===== config.mk =====
export PLATFORM = sky130hd
export DESIGN_NAME = pipeline_issue_scheduler_flat
export DESIGN_NICKNAME = d
export VERILOG_FILES = /design/src/rtl/pipeline_issue_scheduler_if.sv /design/src/rtl/pipeline_issue_scheduler.sv /design/src/flat_wrapper.sv
export SDC_FILE = /design/constraint.sdc
export NUM_CORES = 1
export LEC_CHECK = 0
export BUFFER_PORTS_ARGS = -buffer_cell sky130_fd_sc_hd__buf_2
export CAP_MARGIN = 20
export CORE_UTILIZATION = 30
export CTS_CLUSTER_DIAMETER = 150
export DETAILED_ROUTE_END_ITERATION = 6
export GPL_ROUTABILITY_DRIVEN = 0
export PLACE_DENSITY_LB_ADDON = 0.25
export SYNTH_ARGS = -nofsm -noshare
export SYNTH_HDL_FRONTEND = slang
export SYNTH_SLANG_ARGS = --single-unit

===== constraint.sdc =====
create_clock -name clk -period 3.7 [get_ports clk]
set_clock_uncertainty 0.15 [all_clocks]
set_input_delay 0.185 -clock clk [delete_from_list [all_inputs] [get_ports clk]]
set_output_delay 0.185 -clock clk [all_outputs]
set_load 0.1 [all_outputs]

===== src/rtl/pipeline_issue_scheduler_if.sv =====
// rtl/pipeline_issue_scheduler_if.sv - ID-stage / issue-control signal bundle for the issue scheduler
interface pipeline_issue_scheduler_if #(
  parameter int REG_AW   = 4,
  parameter int OPCODE_W = 3
);
  logic                id_valid;
  logic [OPCODE_W-1:0] id_opcode;
  logic [REG_AW-1:0]   id_rs1;
  logic [REG_AW-1:0]   id_rs2;
  logic                id_rs1_used;
  logic                id_rs2_used;
  logic [REG_AW-1:0]   id_rd;
  logic                id_wr;
  logic                ex_redirect;
  logic                mem_busy;
  logic                issue;
  logic                pc_we;
  logic                ifid_we;
  logic                idex_bubble;
  logic                ifid_flush;
  logic                stall;
  logic [15:0]         stall_cnt;

  // Pipeline side: presents the ID instruction and pipe status, consumes the controls
  modport master (
    output id_valid, id_opcode, id_rs1, id_rs2, id_rs1_used, id_rs2_used,
           id_rd, id_wr, ex_redirect, mem_busy,
    input  issue, pc_we, ifid_we, idex_bubble, ifid_flush, stall, stall_cnt
  );

  // Scheduler side
  modport slave (
    input  id_valid, id_opcode, id_rs1, id_rs2, id_rs1_used, id_rs2_used,
           id_rd, id_wr, ex_redirect, mem_busy,
    output issue, pc_we, ifid_we, idex_bubble, ifid_flush, stall, stall_cnt
  );
endinterface


===== src/rtl/pipeline_issue_scheduler.sv =====
// rtl/pipeline_issue_scheduler.sv - scoreboard-based issue/stall/redirect controller for the 5-stage core
module pipeline_issue_scheduler #(
  parameter int                  REG_AW    = 4,
  parameter int                  OPCODE_W  = 3,
  parameter logic [OPCODE_W-1:0] JR_OPCODE = 3'b111,
  parameter int                  WB_LAT    = 3,
  parameter int                  R0_ZERO   = 1
) (
  input logic                      clk,
  input logic                      rst,
  pipeline_issue_scheduler_if.slave sif
);
  localparam int NREG = 1 << REG_AW;

  typedef enum logic {S_RUN = 1'b0, S_JR_WAIT = 1'b1} state_e;

  state_e      state_q, state_d;
  logic [2:0]  cnt_q [NREG];
  logic [15:0] stall_cnt_q;

  logic rs1_busy, rs2_busy, raw, load_sb;
  logic issue_w, pc_we_w, ifid_we_w, bubble_w, flush_w, stall_w;

  // Hazard detect: a source is blocked while its producer's write is still in flight
  always_comb begin
    rs1_busy = sif.id_rs1_used && (cnt_q[sif.id_rs1] != 3'd0) &&
               !((R0_ZERO != 0) && (sif.id_rs1 == '0));
    rs2_busy = sif.id_rs2_used && (cnt_q[sif.id_rs2] != 3'd0) &&
               !((R0_ZERO != 0) && (sif.id_rs2 == '0));
    raw      = sif.id_valid && (rs1_busy || rs2_busy);
    load_sb  = issue_w && sif.id_wr && !((R0_ZERO != 0) && (sif.id_rd == '0));
  end

  // FSM state register
  always_ff @(posedge clk or posedge rst) begin
    if (rst) state_q <= S_RUN;
    else     state_q <= state_d;
  end

  // FSM next state: redirect always returns to RUN, an issued JR waits for its redirect
  always_comb begin
    state_d = state_q;
    if (!sif.mem_busy) begin
      if (sif.ex_redirect)                                state_d = S_RUN;
      else if (issue_w && (sif.id_opcode == JR_OPCODE))   state_d = S_JR_WAIT;
    end
  end

  // FSM outputs in priority order; reset forces the idle-fetch pattern
  always_comb begin
    issue_w   = 1'b0;
    pc_we_w   = 1'b1;
    ifid_we_w = 1'b1;
    bubble_w  = 1'b0;
    flush_w   = 1'b0;
    stall_w   = 1'b0;
    if (rst) begin
      issue_w = 1'b0;
    end else if (sif.mem_busy) begin
      pc_we_w   = 1'b0;
      ifid_we_w = 1'b0;
    end else if (sif.ex_redirect) begin
      flush_w  = 1'b1;
      bubble_w = 1'b1;
    end else if ((state_q == S_JR_WAIT) || raw) begin
      pc_we_w   = 1'b0;
      ifid_we_w = 1'b0;
      bubble_w  = 1'b1;
      stall_w   = 1'b1;
    end else if (sif.id_valid) begin
      issue_w = 1'b1;
    end else begin
      bubble_w = 1'b1;
    end
  end

  // Scoreboard: load on issuing a write, otherwise count down; whole table frozen on mem_busy
  always_ff @(posedge clk or posedge rst) begin
    if (rst) begin
      for (int i = 0; i < NREG; i++) cnt_q[i] <= 3'd0;
    end else if (!sif.mem_busy) begin
      for (int i = 0; i < NREG; i++) begin
        if (load_sb && (sif.id_rd == REG_AW'(i))) cnt_q[i] <= 3'(WB_LAT);
        else if (cnt_q[i] != 3'd0)                cnt_q[i] <= cnt_q[i] - 3'd1;
      end
    end
  end

  // Saturating count of hazard/JR stall cycles
  always_ff @(posedge clk or posedge rst) begin
    if (rst)                                      stall_cnt_q <= 16'd0;
    else if (stall_w && (stall_cnt_q != 16'hFFFF)) stall_cnt_q <= stall_cnt_q + 16'd1;
  end

  assign sif.issue       = issue_w;
  assign sif.pc_we       = pc_we_w;
  assign sif.ifid_we     = ifid_we_w;
  assign sif.idex_bubble = bubble_w;
  assign sif.ifid_flush  = flush_w;
  assign sif.stall       = stall_w;
  assign sif.stall_cnt   = stall_cnt_q;
endmodule


===== src/flat_wrapper.sv =====
// flat-port wrapper written by rule: the top's interface ports become plain ports
module pipeline_issue_scheduler_flat 
#(
  parameter int                  REG_AW    = 4,
  parameter int                  OPCODE_W  = 3,
  parameter logic [OPCODE_W-1:0] JR_OPCODE = 3'b111,
  parameter int                  WB_LAT    = 3,
  parameter int                  R0_ZERO   = 1
)
  (clk, rst, sif_id_valid, sif_id_opcode, sif_id_rs1, sif_id_rs2, sif_id_rs1_used, sif_id_rs2_used, sif_id_rd, sif_id_wr, sif_ex_redirect, sif_mem_busy, sif_issue, sif_pc_we, sif_ifid_we, sif_idex_bubble, sif_ifid_flush, sif_stall, sif_stall_cnt);
  pipeline_issue_scheduler_if #(.REG_AW(REG_AW), .OPCODE_W(OPCODE_W)) sif_i ();
  input logic clk;
  input logic rst;
  input wire logic [$bits(sif_i.id_valid)-1:0] sif_id_valid;
  input wire logic [$bits(sif_i.id_opcode)-1:0] sif_id_opcode;
  input wire logic [$bits(sif_i.id_rs1)-1:0] sif_id_rs1;
  input wire logic [$bits(sif_i.id_rs2)-1:0] sif_id_rs2;
  input wire logic [$bits(sif_i.id_rs1_used)-1:0] sif_id_rs1_used;
  input wire logic [$bits(sif_i.id_rs2_used)-1:0] sif_id_rs2_used;
  input wire logic [$bits(sif_i.id_rd)-1:0] sif_id_rd;
  input wire logic [$bits(sif_i.id_wr)-1:0] sif_id_wr;
  input wire logic [$bits(sif_i.ex_redirect)-1:0] sif_ex_redirect;
  input wire logic [$bits(sif_i.mem_busy)-1:0] sif_mem_busy;
  output wire logic [$bits(sif_i.issue)-1:0] sif_issue;
  output wire logic [$bits(sif_i.pc_we)-1:0] sif_pc_we;
  output wire logic [$bits(sif_i.ifid_we)-1:0] sif_ifid_we;
  output wire logic [$bits(sif_i.idex_bubble)-1:0] sif_idex_bubble;
  output wire logic [$bits(sif_i.ifid_flush)-1:0] sif_ifid_flush;
  output wire logic [$bits(sif_i.stall)-1:0] sif_stall;
  output wire logic [$bits(sif_i.stall_cnt)-1:0] sif_stall_cnt;
  assign sif_i.id_valid = sif_id_valid;
  assign sif_i.id_opcode = sif_id_opcode;
  assign sif_i.id_rs1 = sif_id_rs1;
  assign sif_i.id_rs2 = sif_id_rs2;
  assign sif_i.id_rs1_used = sif_id_rs1_used;
  assign sif_i.id_rs2_used = sif_id_rs2_used;
  assign sif_i.id_rd = sif_id_rd;
  assign sif_i.id_wr = sif_id_wr;
  assign sif_i.ex_redirect = sif_ex_redirect;
  assign sif_i.mem_busy = sif_mem_busy;
  assign sif_issue = sif_i.issue;
  assign sif_pc_we = sif_i.pc_we;
  assign sif_ifid_we = sif_i.ifid_we;
  assign sif_idex_bubble = sif_i.idex_bubble;
  assign sif_ifid_flush = sif_i.ifid_flush;
  assign sif_stall = sif_i.stall;
  assign sif_stall_cnt = sif_i.stall_cnt;
  pipeline_issue_scheduler #(.REG_AW(REG_AW), .OPCODE_W(OPCODE_W), .JR_OPCODE(JR_OPCODE), .WB_LAT(WB_LAT), .R0_ZERO(R0_ZERO)) u_core (.clk(clk), .rst(rst), .sif(sif_i));
endmodule

Yosys cells after proc, flatten, opt, wreduce, memory -nomap -nowiden
Index checks and enable logic that the tools add are counted.
{ "word_totals": {"out_inout_bits": 22, "ramBits": 0, "n_memories": 0, "mem_bits_ro": 0, "regBits": 65, "latch_bits": 0, "input_bits": 23, "elab_cells": 203} }
{ "classes": {"shift": 0, "n_lt_le_gt_ge": 2, "n_eq_ne": 17, "mux": 61, "reduce_logical": 85, "addsub": 17, "n_div": 0, "bitwise": 3, "multipliers": 0} }
{ "op_table": {"columns": ["operator", "n"], "rows": [
  ["3-bit 2-to-1 mux", 36],
  ["3-bit nonzero test", 18],
  ["3-bit by 1-bit subtractor with 3-bit output, second input constant", 16],
  ["2-bit AND reduction", 17],
  ["2-bit nonzero test", 17],
  ["4-bit == test, second input constant", 8],
  ["1-bit logical AND", 25],
  ["3-bit binary-select mux with 4-bit select", 2],
  ["1-bit 2-to-1 mux", 23],
  ["16-bit by 1-bit adder with 16-bit output, second input constant", 1],
  ["4-bit by 3-bit == test with 1-bit output, second input constant", 4],
  ["16-bit inequality test, second input constant", 1],
  ["4-bit zero test", 3],
  ["5-bit greater-or-equal comparator, second input constant", 2],
  ["4-bit inverter with 5-bit output", 2],
  ["4-bit by 2-bit == test with 1-bit output, second input constant", 2],
  ["4-bit by 1-bit == test with 1-bit output, second input constant", 1],
  ["3-bit == test, second input constant", 1],
  ["1-bit zero test", 3],
  ["1-bit logical OR", 2],
  ["1-bit inverter", 1]
]} }

Longest topological paths before layout
Gate-level depths: netlist (run 1).
{ "logic_depth": {"word_depth": 19, "ltp_mapped": 10, "depth_no_buf": 8} }

Worst setup path before layout (run 1)
OpenSTA, ideal clock, no wires.
{ "synth_timing": {"path_type": "register -> output", "startpoint": "register u_core.cnt_q[44] (netlist bit)", "endpoint": "output sif_pc_we", "path_stages_with_launch": 10, "required_time_ns": 3.365, "path_slack_ns": -1.116, "path_buffers": 1, "t_arrival_ns": 4.481, "path_cell_list": "dfrtp_1 -> nor4_1 -> a21oi_1 -> a2111oi_1 -> a211oi_2 -> o31ai_1 -> and2_1 -> nor2_1 -> o21ai_0 -> buf_4"} }
{ "synth_between": {"elab_chain_cells": 13, "elab_cells_between_ends": 19, "cone_classes": "mux: 10; reduce/logical: 9"} }
{ "synth_rtl": {"columns": ["element", "line_no", "rtl"], "rows": [
  ["start, declared", "pipeline_issue_scheduler.sv:18", "logic [2:0] cnt_q [NREG];"],
  ["start signal, assigned by index", "pipeline_issue_scheduler.sv:83", "if (load_sb && (sif.id_rd == REG_AW'(i))) cnt_q[i] <= 3'(WB_LAT);"],
  ["3-bit binary-select mux with 4-bit select (on tied branches)", "pipeline_issue_scheduler.sv:26, pipeline_issue_scheduler.sv:28", null],
  ["3-bit 2-to-1 mux (on tied branches) (2 in a row)", "pipeline_issue_scheduler.sv:26, pipeline_issue_scheduler.sv:28", null],
  ["3-bit nonzero test (on tied branches)", "pipeline_issue_scheduler.sv:26, pipeline_issue_scheduler.sv:28", null],
  ["1-bit logical AND (on tied branches) (2 in a row)", "pipeline_issue_scheduler.sv:26, pipeline_issue_scheduler.sv:28", null],
  ["1-bit logical OR *", "pipeline_issue_scheduler.sv:30", "raw = sif.id_valid && (rs1_busy || rs2_busy);"],
  ["1-bit logical AND *", "pipeline_issue_scheduler.sv:30", null],
  ["1-bit logical OR *", "pipeline_issue_scheduler.sv:65", "end else if ((state_q == S_JR_WAIT) || raw) begin"],
  ["1-bit 2-to-1 mux * (4 in a row)", null, null],
  ["end, declared", "flat_wrapper.sv:25", "output wire logic [$bits(sif_i.pc_we)-1:0] sif_pc_we;"]
]} }
Every way passes the cells marked *; elsewhere a longest branch is shown, timed or not. The select of a mux whose other input is x is not followed.

Final worst setup path (run 1)
{ "layout_timing": {"startpoint": "register u_core.cnt_q[38] (netlist bit)", "endpoint": "output sif_pc_we"} }
{ "layout_between": {"elab_chain_cells": 13, "elab_cells_between_ends": 19, "cone_classes": "mux: 10; reduce/logical: 9"} }
{ "layout_rtl": {"columns": ["element", "line_no", "rtl"], "rows": [
  ["3-bit binary-select mux with 4-bit select (on tied branches)", "pipeline_issue_scheduler.sv:26, pipeline_issue_scheduler.sv:28", null],
  ["3-bit 2-to-1 mux (on tied branches) (2 in a row)", "pipeline_issue_scheduler.sv:26, pipeline_issue_scheduler.sv:28", null],
  ["3-bit nonzero test (on tied branches)", "pipeline_issue_scheduler.sv:26, pipeline_issue_scheduler.sv:28", null],
  ["1-bit logical AND (on tied branches) (2 in a row)", "pipeline_issue_scheduler.sv:26, pipeline_issue_scheduler.sv:28", null],
  ["1-bit logical OR *", "pipeline_issue_scheduler.sv:30", null],
  ["1-bit logical AND *", "pipeline_issue_scheduler.sv:30", null],
  ["1-bit logical OR *", "pipeline_issue_scheduler.sv:65", null],
  ["1-bit 2-to-1 mux *", "pipeline_issue_scheduler.sv:65", null],
  ["1-bit 2-to-1 mux *", "pipeline_issue_scheduler.sv:62", "end else if (sif.ex_redirect) begin"],
  ["1-bit 2-to-1 mux *", "pipeline_issue_scheduler.sv:59", "end else if (sif.mem_busy) begin"],
  ["1-bit 2-to-1 mux *", "pipeline_issue_scheduler.sv:57", "if (rst) begin"]
]} }
Marks and branches as above.

==> results of run 1 <==
## worst max-delay path, delay by kind of cell (launching register included)
family | cells | cell delay (ns)
AOI/OAI and AO/OA | 5 | 1.21
DFF | 1 | 0.39
and+or+nand+nor | 3 | 0.60
buffers and inverters | 1 | 0.47
## routing by layer
| metal | vias to the layer above | part of all wire |
|---|---|---|
| met4 | 0 | 0.025 |
| met3 | 13 | 0.020 |
| met1 | 1431 | 0.48 |
| li1 | 1533 | - |
| met2 | 35 | 0.48 |
| met5 | - | 0 |
## final timing paths
check                                           to  slack, ns  cells past startpoint
setup / recovery                         sif_pc_we       0.34                      9
hold / removal                    u_core.cnt_q[38]      0.004                      3
setup reg to reg                  u_core.cnt_q[38]       0.57                      8
hold reg to reg            u_core.sif.stall_cnt[9]       0.34                      1
max in group asynchronous         u_core.cnt_q[25]       2.88                      3
min in group clk                    u_core.state_q       0.03                      3
## cell type report
| class | count | share of cell area |
|---|---|---|
| tap | 168 | 0.0475 |
| sequential | 62 | 0.350 |
| timing repair buffer | 47 | 0.0554 |
| clock buffer | 11 | 0.0571 |
| clock inverter | 2 | 0.00226 |
| multi-input combinational | 290 | 0.446 |
| inverter | 49 | 0.0415 |
## layout by cell type (no fill, tap or decap), types with 9 or more instances in the layout
cell,n
dfrtp_1,62
xnor2_1,28
nand4_1,9
ha_1,31
a21oi_1,11
o21ai_1,13
nor3_1,10
clkbuf_16,9
o21ai_0,32
inv_1,47
nand2_1,37
buf_2,44
nor2_1,33
## registers in the layout, summed over array words and instances (netlist names)
signal and count:
u_core.state_q 1, u_core.cnt_q 45, u_core.sif.stall_cnt 16
## cells by family after synthesis
group,after synthesis,synth area share
simple gates,137,0.187
flops,62,0.413
xor+xnor,30,0.0699
fa+ha+maj,31,0.103
buf+inv,62,0.0669
mux,1,0.00299
compound gates,91,0.158
## per-stage QoR
stage	worst slack [ns]	power, mW	instance area, um2	setup TNS [ns]
after floorplan	-1.00	2.08	3780	-1.93
after global placement	0.538	2.33	4160	0
after detailed placement	0.519	2.36	4160	0
after CTS	0.299	3.14	4430	0
after global routing	0.129	3.39	4430	0
final	0.340	3.10	4430	0
## power groups by stage
| stage | logic, mW | clock network, mW | registers [mW] |
|---|---|---|---|
| 2_1_floorplan | 0.817 | 0 | 1.26 |
| 3_3_place_gp | 1.09 | 0 | 1.24 |
| 3_5_place_dp | 1.12 | 0 | 1.24 |
| 4_1_cts | 1.13 | 0.778 | 1.23 |
| 5_1_grt | 1.31 | 0.804 | 1.28 |
| 6_report | 1.11 | 0.755 | 1.24 |
==> flow_metrics.tcl, run 1 <==
set metrics [dict create \
    ir_drop_uv 216 \
    final-setup-viol-count 0 \
    yosys.area.top_type "dfrtp_1" \
    rsz0062_at_grt "no" \
    hold_class "input port to async pin" \
    dp_cells 615 \
    crit_arrival_ns 3.02 \
    cp_slowest_stage_delay_ns 0.47 \
    multi_input_area_um2 1970 \
    overflow 0 \
    wl_um 9020 \
    p_leak_nw 2.10 \
    ant_nets 0 \
    async_flop_share 1.00 \
    met3_usage 0.0186 \
    critPathSlowestCell "buf_2" \
    viasPerCell 4.79 \
    clock_path_buffers 2 \
    synth_edf_count 0 \
    clkLatencyLatePin_ns 0.33 \
    synth_area_um2 3760 \
    crit_chain "nor3_1 > a21oi_1 > a2111oi_2 > a211oi_2 > o31ai_2 > and2_1 > nor2_1 > o21ai_0 > buf_2" \
    antenna_found_initial 0 \
    syn_nets 468 \
    grt_max_degree 64 \
    core_region_area_um2 12100 \
    slew_violations 0 \
    clkTransAtPathRegs_ns 0.05 \
    maxCapViolations 0 \
    crit_path_start "u_core.cnt_q[38]" \
    status "completed" \
    htreeDepth 3 \
    fmax_mhz 298 \
    cp.required_ns 3.37 \
    critPathMaxFanout 3 \
    first_global_vias 2948 \
    use_met1 0.200 \
    numCtsBuffers 9 \
    drive_above_1_share 0.163 \
    syn-instance-count 414 \
    cts_root_buf "clkbuf_16" \
    hold_ws_ns 0.00440 \
    dp_hpwl_um 6760 \
    end_kind "output pin" \
    die_w_um 114 \
    crit_type "flip-flop to output pin" \
    die_y_um 114 \
    cts_sinks 62 \
    power_density_nw_per_um2 701 \
    grt.busiest_layer "met2" \
    antenna_cells 0 \
    drt-initial-drc-count 140 \
    ys.flop_type "dfrtp_1" \
    wl_per_cell_um 14.3 \
    io_buffers 44 \
    ys_types 52 \
    start_kind "flip-flop" \
    power.switching_mw 1.20 \
    internal-power_mw 1.90 \
    layout.nets 513 \
    worstMarginPinSlew_ns 0.796 \
    via_count 3012 \
    min_period_ns 3.36 \
    start_util 0.311 \
    drc_errors 0 \
    reg2reg_from "u_core.cnt_q[38]" \
    post-route-util 0.366 \
    power_frac_clock 0.243 \
    syn_to_final_growth_pct 17.7 \
    grt_pass1_wl_um 15000 \
    cts_tree "done" \
    layout_worst_path_cycle_share 0.908 \
    rows 40 \
    synthTopCellsByCount "62 x dfrtp_1, 48 x inv_1, 37 x nand2_1" \
    netSwitchingFraction 0.388 \
    relSlewSlack 0.469 \
    firstDrtPassIters 4 \
    syn_area_per_cell_um2 9.08 \
    seq_power_share 0.399 \
    fillers 1273 \
    yosysSeqAreaShare 0.413 \
    yosysWarnings 0 \
    synth_top_area_frac 0.413 \
    cts_hold_buf 1 \
    timing_hold_violations_final 0 \
    yosys-top-cells-area "dfrtp_1 41%, ha_1 10%, xnor2_1 6.5%" \
    synth.most_common_cell "dfrtp_1" \
    use_met2 0.242 \
    cts_setup_buffers 0 \
    share_comb_of_total_power 0.357 \
    instances_no_fill 629 \
    cts_resized 0 \
    dieArea_um2 13000 \
    top_level_ports 45 \
    ys_ff_latch 62 \
    gr-usage-all-layers 0.151 \
    regArea_um2 1550 \
]
No activity file was read; power rests on OpenSTA's default activity.
==> run 2, diff against run 1 <==
--- a/config.mk
+++ b/config.mk
@@ -11,7 +11,6 @@
 export CTS_CLUSTER_DIAMETER = 150
 export DETAILED_ROUTE_END_ITERATION = 6
 export GPL_ROUTABILITY_DRIVEN = 0
-export PLACE_DENSITY_LB_ADDON = 0.25
 export SYNTH_ARGS = -nofsm -noshare
 export SYNTH_HDL_FRONTEND = slang
 export SYNTH_SLANG_ARGS = --single-unit
==> run 2 against run 1 <==
Effect of this change:
- the flow now finishes with violations (negative hold slack)
- register-to-register slack gained 0.02 ns
- worst hold slack lost 0.011 ns
- combinational power is essentially flat
- sequential share of layout area shrank 0.20 points
- clock-buffer cell count grew 4
- core utilization grew 0.21 points
- global-route usage grew 0.060 points
==> flow_metrics.tcl, run 2 (same netlist as run 1, synthesis figures left out) <==
set metrics [dict create \
    ir_drop_uv 237 \
    clkTransAtPathRegs_ns 0.05 \
    crit_arrival_ns 3.00 \
    clkLatencyLatePin_ns 0.33 \
    maxCapViolations 0 \
    cts_root_buf "clkbuf_16" \
    min_period_ns 3.33 \
    dp_hpwl_um 6680 \
    drive_above_1_share 0.162 \
    largest_register "u_core.cnt_q" \
    grt_max_degree 64 \
    grt_pass1_wl_um 15100 \
    syn_to_final_growth_pct 18.4 \
    htreeDepth 3 \
    via_count 3049 \
    p_leak_nw 2.11 \
    numCtsBuffers 9 \
    die_y_um 114 \
    power_density_nw_per_um2 710 \
    hold_class "input port to async pin" \
    clock_path_buffers 2 \
    worstMarginPinSlew_ns 0.999 \
    crit_type "flip-flop to output pin" \
    rsz0062_at_grt "no" \
    cts_sinks 62 \
    post-place-ws_ns 0.515 \
    top_level_ports 45 \
    timing_hold_violations_final 1 \
    status "finished with violations" \
    first_global_vias 2971 \
    ant_nets 0 \
    slew_violations 0 \
    layout.nets 513 \
    setup_ws_ns 0.366 \
    antenna_cells 0 \
    start_kind "flip-flop" \
    cp.required_ns 3.37 \
    cts_setup_buffers 0 \
    drc_errors 0 \
    critPathMaxFanout 3 \
    hold_ws_ns -0.00685 \
    wl_um 9030 \
    dp_cells 615 \
    final-setup-viol-count 0 \
    gr-usage-all-layers 0.152 \
    violations "negative hold slack" \
    largest_reg_flops 45 \
    layout_common_cells "62 x dfrtp_1, 47 x inv_1, 44 x buf_2" \
    die_w_um 114 \
    wl_per_cell_um 14.3 \
    start_util 0.311 \
    drt-initial-drc-count 157 \
    antenna_found_initial 0 \
    final_common_cell "dfrtp_1" \
    viasPerCell 4.83 \
    io_buffers 44 \
    instances_no_fill 631 \
    core_region_area_um2 12100 \
    rows 40 \
    cts_tree "done" \
    layout_worst_path_cycle_share 0.901 \
    end_kind "output pin" \
    relSlewSlack 0.333 \
    fmax_mhz 300 \
    firstDrtPassIters 4 \
    overflow 0 \
    dieArea_um2 13000 \
]
## run 2: per-layer routing
metal	GRT usage	wire (um)
met4	0.0623	189
met1	0.191	4030
met3	0.0324	273
met5	0	0
met2	0.253	4530
## run 2: worst max-delay path, cell delays in order (launching register included)
cell	delay, ns
dfrtp_1	0.40
nor3_1	0.28
a21oi_1	0.14
a2111oi_2	0.43
a211oi_2	0.12
o31ai_2	0.35
and2_1	0.19
nor2_1	0.04
o21ai_0	0.24
buf_2	0.48
## run 2: final timing paths
path	slack, ns	to	depth (start not counted)	start
worst min register to register	0.34	u_core.sif.stall_cnt[7]	1	u_core.sif.stall_cnt[7]
worst max-delay path	0.37	sif_ifid_we	9	u_core.cnt_q[36]
min in group clk	0.04	u_core.state_q	3	sif_id_opcode[1]
worst min-delay path	-0.007	u_core.state_q	3	rst
max in group asynchronous	2.89	u_core.cnt_q[13]	3	rst
worst max register to register	0.59	u_core.cnt_q[38]	8	u_core.cnt_q[36]
## run 2: stage by stage
stage	power (mW)	area [um2]	utilization	hold slack, ns	TNS (ns)
finish	3.16	4450	0.368	-0.00685	0
global route	3.45	4450	0.368	0.0255	0
CTS	3.19	4450	0.368	0.0291	0
detailed placement	2.36	4160	0.343	0.302	0
global placement	2.29	4160	0.343	0.297	0
floorplan	2.08	3780	-	0.122	-1.93
## run 2: layout make-up
type                            count  area [um2]
Multi-Input combinational cell    290        1970
Tap cell                          168         210
Inverter                           49         184
Sequential cell                    62        1550
Clock buffer                       15         288
Fill cell                        1241        7660
Timing Repair Buffer               47         245
## run 2: power by group
| part | internal, mW | leakage (nW) | switching, mW | total, mW |
|---|---|---|---|---|
| registers | 0.946 | 0.736 | 0.286 | 1.23 |
| logic | 0.480 | 1.23 | 0.642 | 1.12 |
| clock network | 0.523 | 0.142 | 0.285 | 0.807 |
## run 2: timing repair
action | in CTS | in global routing
endpoints found under the setup margin | 0 | 0
hold endpoints to repair | 1 | 0
hold buffers | 1 | 0
resized for setup | 0 | 0
==> run 3, diff against run 2 <==
--- a/config.mk
+++ b/config.mk
@@ -5,6 +5,7 @@
 export SDC_FILE = /design/constraint.sdc
 export NUM_CORES = 1
 export LEC_CHECK = 0
+export ABC_AREA = 1
 export BUFFER_PORTS_ARGS = -buffer_cell sky130_fd_sc_hd__buf_2
 export CAP_MARGIN = 20
 export CORE_UTILIZATION = 30
==> run 3 against run 2 <==
Effect of this change:
- the run now ends clean
- synthesized area increased by 21%
- register-to-register slack improved by 0.22 ns
- fmax increased by 15%
- synthesized cell count up 55%
==> flow_metrics.tcl, run 3 <==
set metrics [dict create \
    wl_per_cell_um 11.8 \
    core_region_area_um2 14600 \
    die_w_um 125 \
    top_level_ports 45 \
    p_leak_nw 2.90 \
    io_buffers 44 \
    timing_hold_violations_final 0 \
    grt_max_degree 63 \
    ys_ff_latch 62 \
    crit_arrival_ns 2.96 \
    instances_no_fill 878 \
    cts_resized 0 \
    syn_area_per_cell_um2 7.11 \
    yosys.area.top_type "dfrtp_1" \
    ir_drop_uv 469 \
    power_density_nw_per_um2 723 \
    dp_hpwl_um 7840 \
    firstDrtPassIters 5 \
    viasPerCell 4.63 \
    postPlaceCellArea_um2 4960 \
    synthTopCellsByCount "218 x nand2_1, 100 x inv_1, 73 x nand3_1" \
    r2r-end "u_core.sif.stall_cnt[4]" \
    min_period_ns 2.89 \
    layout.nets 742 \
    layout_worst_path_cycle_share 0.782 \
    syn_to_final_growth_pct 15.5 \
    total_power_mw 3.80 \
    worstRegToRegCells 15 \
    synth.most_common_cell "nand2_1" \
    hold_ws_ns 0.00336 \
    clkTransAtPathRegs_ns 0.06 \
    rsz0062_at_grt "no" \
    htreeDepth 3 \
    use_met2 0.236 \
    synth_area_um2 4550 \
    hold_class "input port to async pin" \
    clkLatencyLatePin_ns 0.33 \
    layout_common_cells "218 x nand2_1, 99 x inv_1, 73 x nand3_1" \
    final_common_cell "nand2_1" \
    die_y_um 125 \
    start_util 0.311 \
    worstPathBufferInverterCount 1 \
    drive_above_1_share 0.153 \
    drt-initial-drc-count 223 \
    cp_slowest_stage_delay_ns 0.51 \
    design_area_um2 5260 \
    drc_errors 0 \
    first_global_vias 3851 \
    overflow 0 \
    final-setup-viol-count 0 \
    slew_violations 0 \
    cts_sinks 62 \
    grt.busiest_layer "met2" \
    largest_reg_flops 45 \
    status "completed" \
    cts_root_buf "clkbuf_16" \
    critPathMaxFanout 22 \
    crit_chain "nor2_1 > nand2_1 > nand2_1 > nand3_1 > nand2_1 > a21oi_1 > nand2_1 > nand2_1 > nand2_1 > a21oi_1 > nand2_1 > inv_1 > nand2_1 > o21ai_0 > nand2_1" \
    reg2reg_from "u_core.cnt_q[15]" \
    met3_usage 0.0317 \
    numCtsBuffers 9 \
    use_met1 0.184 \
    syn_nets 694 \
    crit_type "flip-flop to flip-flop" \
    fin_setup_tns_ns 0 \
    largest_register "u_core.cnt_q" \
    async_flop_share 1.00 \
    via_count 4069 \
    worstMarginPinSlew_ns 0.806 \
    end_kind "flip-flop" \
    cp.required_ns 3.77 \
    ys_types 29 \
    synth_top_area_frac 0.341 \
    fmax_mhz 346 \
    fillers 1551 \
    relSlewSlack 0.462 \
    cts_tree "done" \
    yosysWarnings 0 \
    antenna_found_initial 2 \
    critPathSlowestCell "nand2_1" \
    grt_pass1_wl_um 18100 \
    ys.flop_type "dfrtp_1" \
    dieArea_um2 15700 \
    gr-usage-all-layers 0.145 \
    ant_nets 0 \
    dp_cells 860 \
    cts_setup_buffers 0 \
    r2r_setup_slack_ns 0.81 \
    yosysSeqAreaShare 0.341 \
    synth_edf_count 0 \
    maxCapViolations 0 \
    cpMostUsedCell "nand2_1" \
    rows 44 \
    start_kind "flip-flop" \
    clock_path_buffers 2 \
    wl_um 10300 \
    yosys-top-cells-area "dfrtp_1 34%, nand2_1 18%, ha_1 8.5%" \
    critical_path.top_delay_family "simple AND/OR/NAND/NOR gates" \
    syn-instance-count 640 \
]
[run 3: where the power goes]
part           total, mW  internal, mW  switching, mW
registers           1.16         0.954          0.210
logic               1.82         0.661           1.16
clock network      0.818         0.516          0.301
total               3.80          2.13           1.67
[run 3: cell type report]
cell class	instances	area, um2	share of cell area
Antenna cell	1	2.50	0.000476
Clock buffer	11	233	0.0443
Clock inverter	5	50.0	0.00952
Inverter	104	394	0.0749
Multi-Input combinational cell	461	2530	0.481
Sequential cell	62	1550	0.295
Tap cell	184	230	0.0438
Timing Repair Buffer	50	268	0.0509
[run 3: kinds of logic after synthesis]
group	after synthesis	share of synthesized area
buf+inv	117	0.104
simple gates	401	0.425
fa+ha+maj	31	0.0852
xor+xnor	14	0.0269
compound gates	15	0.0176
flops	62	0.341
[run 3: routing by layer]
metal / vias up / part of all wire / wire (um)
li1: 2130 / - / -
met1: 1872 / 0.49 / 5040
met2: 50 / 0.46 / 4760
met3: 15 / 0.031 / 320
met4: 2 / 0.018 / 187
met5: - / 0.0013 / 13
[run 3: per-stage QoR]
stage               utilization  setup slack [ns]
floorplan                     -             0.422
global placement          0.339             0.835
detailed placement        0.339             0.798
CTS                       0.359             0.789
global route              0.359             0.492
finish                    0.359             0.807
[run 3: worst max-delay path by stage]
stage                                 from                       to  slack, ns  cells after the start
after floorplan           u_core.cnt_q[28]                sif_pc_we       0.42                     12
after global placement       sif_id_rs1[0]  u_core.sif.stall_cnt[4]       0.83                     16
after detailed placement  u_core.cnt_q[15]  u_core.sif.stall_cnt[4]       0.80                     15
after CTS                 u_core.cnt_q[15]                sif_stall       0.79                     13
after global routing       u_core.cnt_q[6]  u_core.sif.stall_cnt[4]       0.49                     15
final                     u_core.cnt_q[15]  u_core.sif.stall_cnt[4]       0.81                     15
[run 3: worst min-delay path, cell delays in order]
cell,delay [ns]
buf_2,0.13
clkinvlp_4,0.06
buf_4,0.63
[run 3: what timing repair did]
item                                    in CTS  in global routing
endpoints found under the setup margin       0                  0
hold buffers                                 1                  0
endpoints found under the hold margin        1                  0
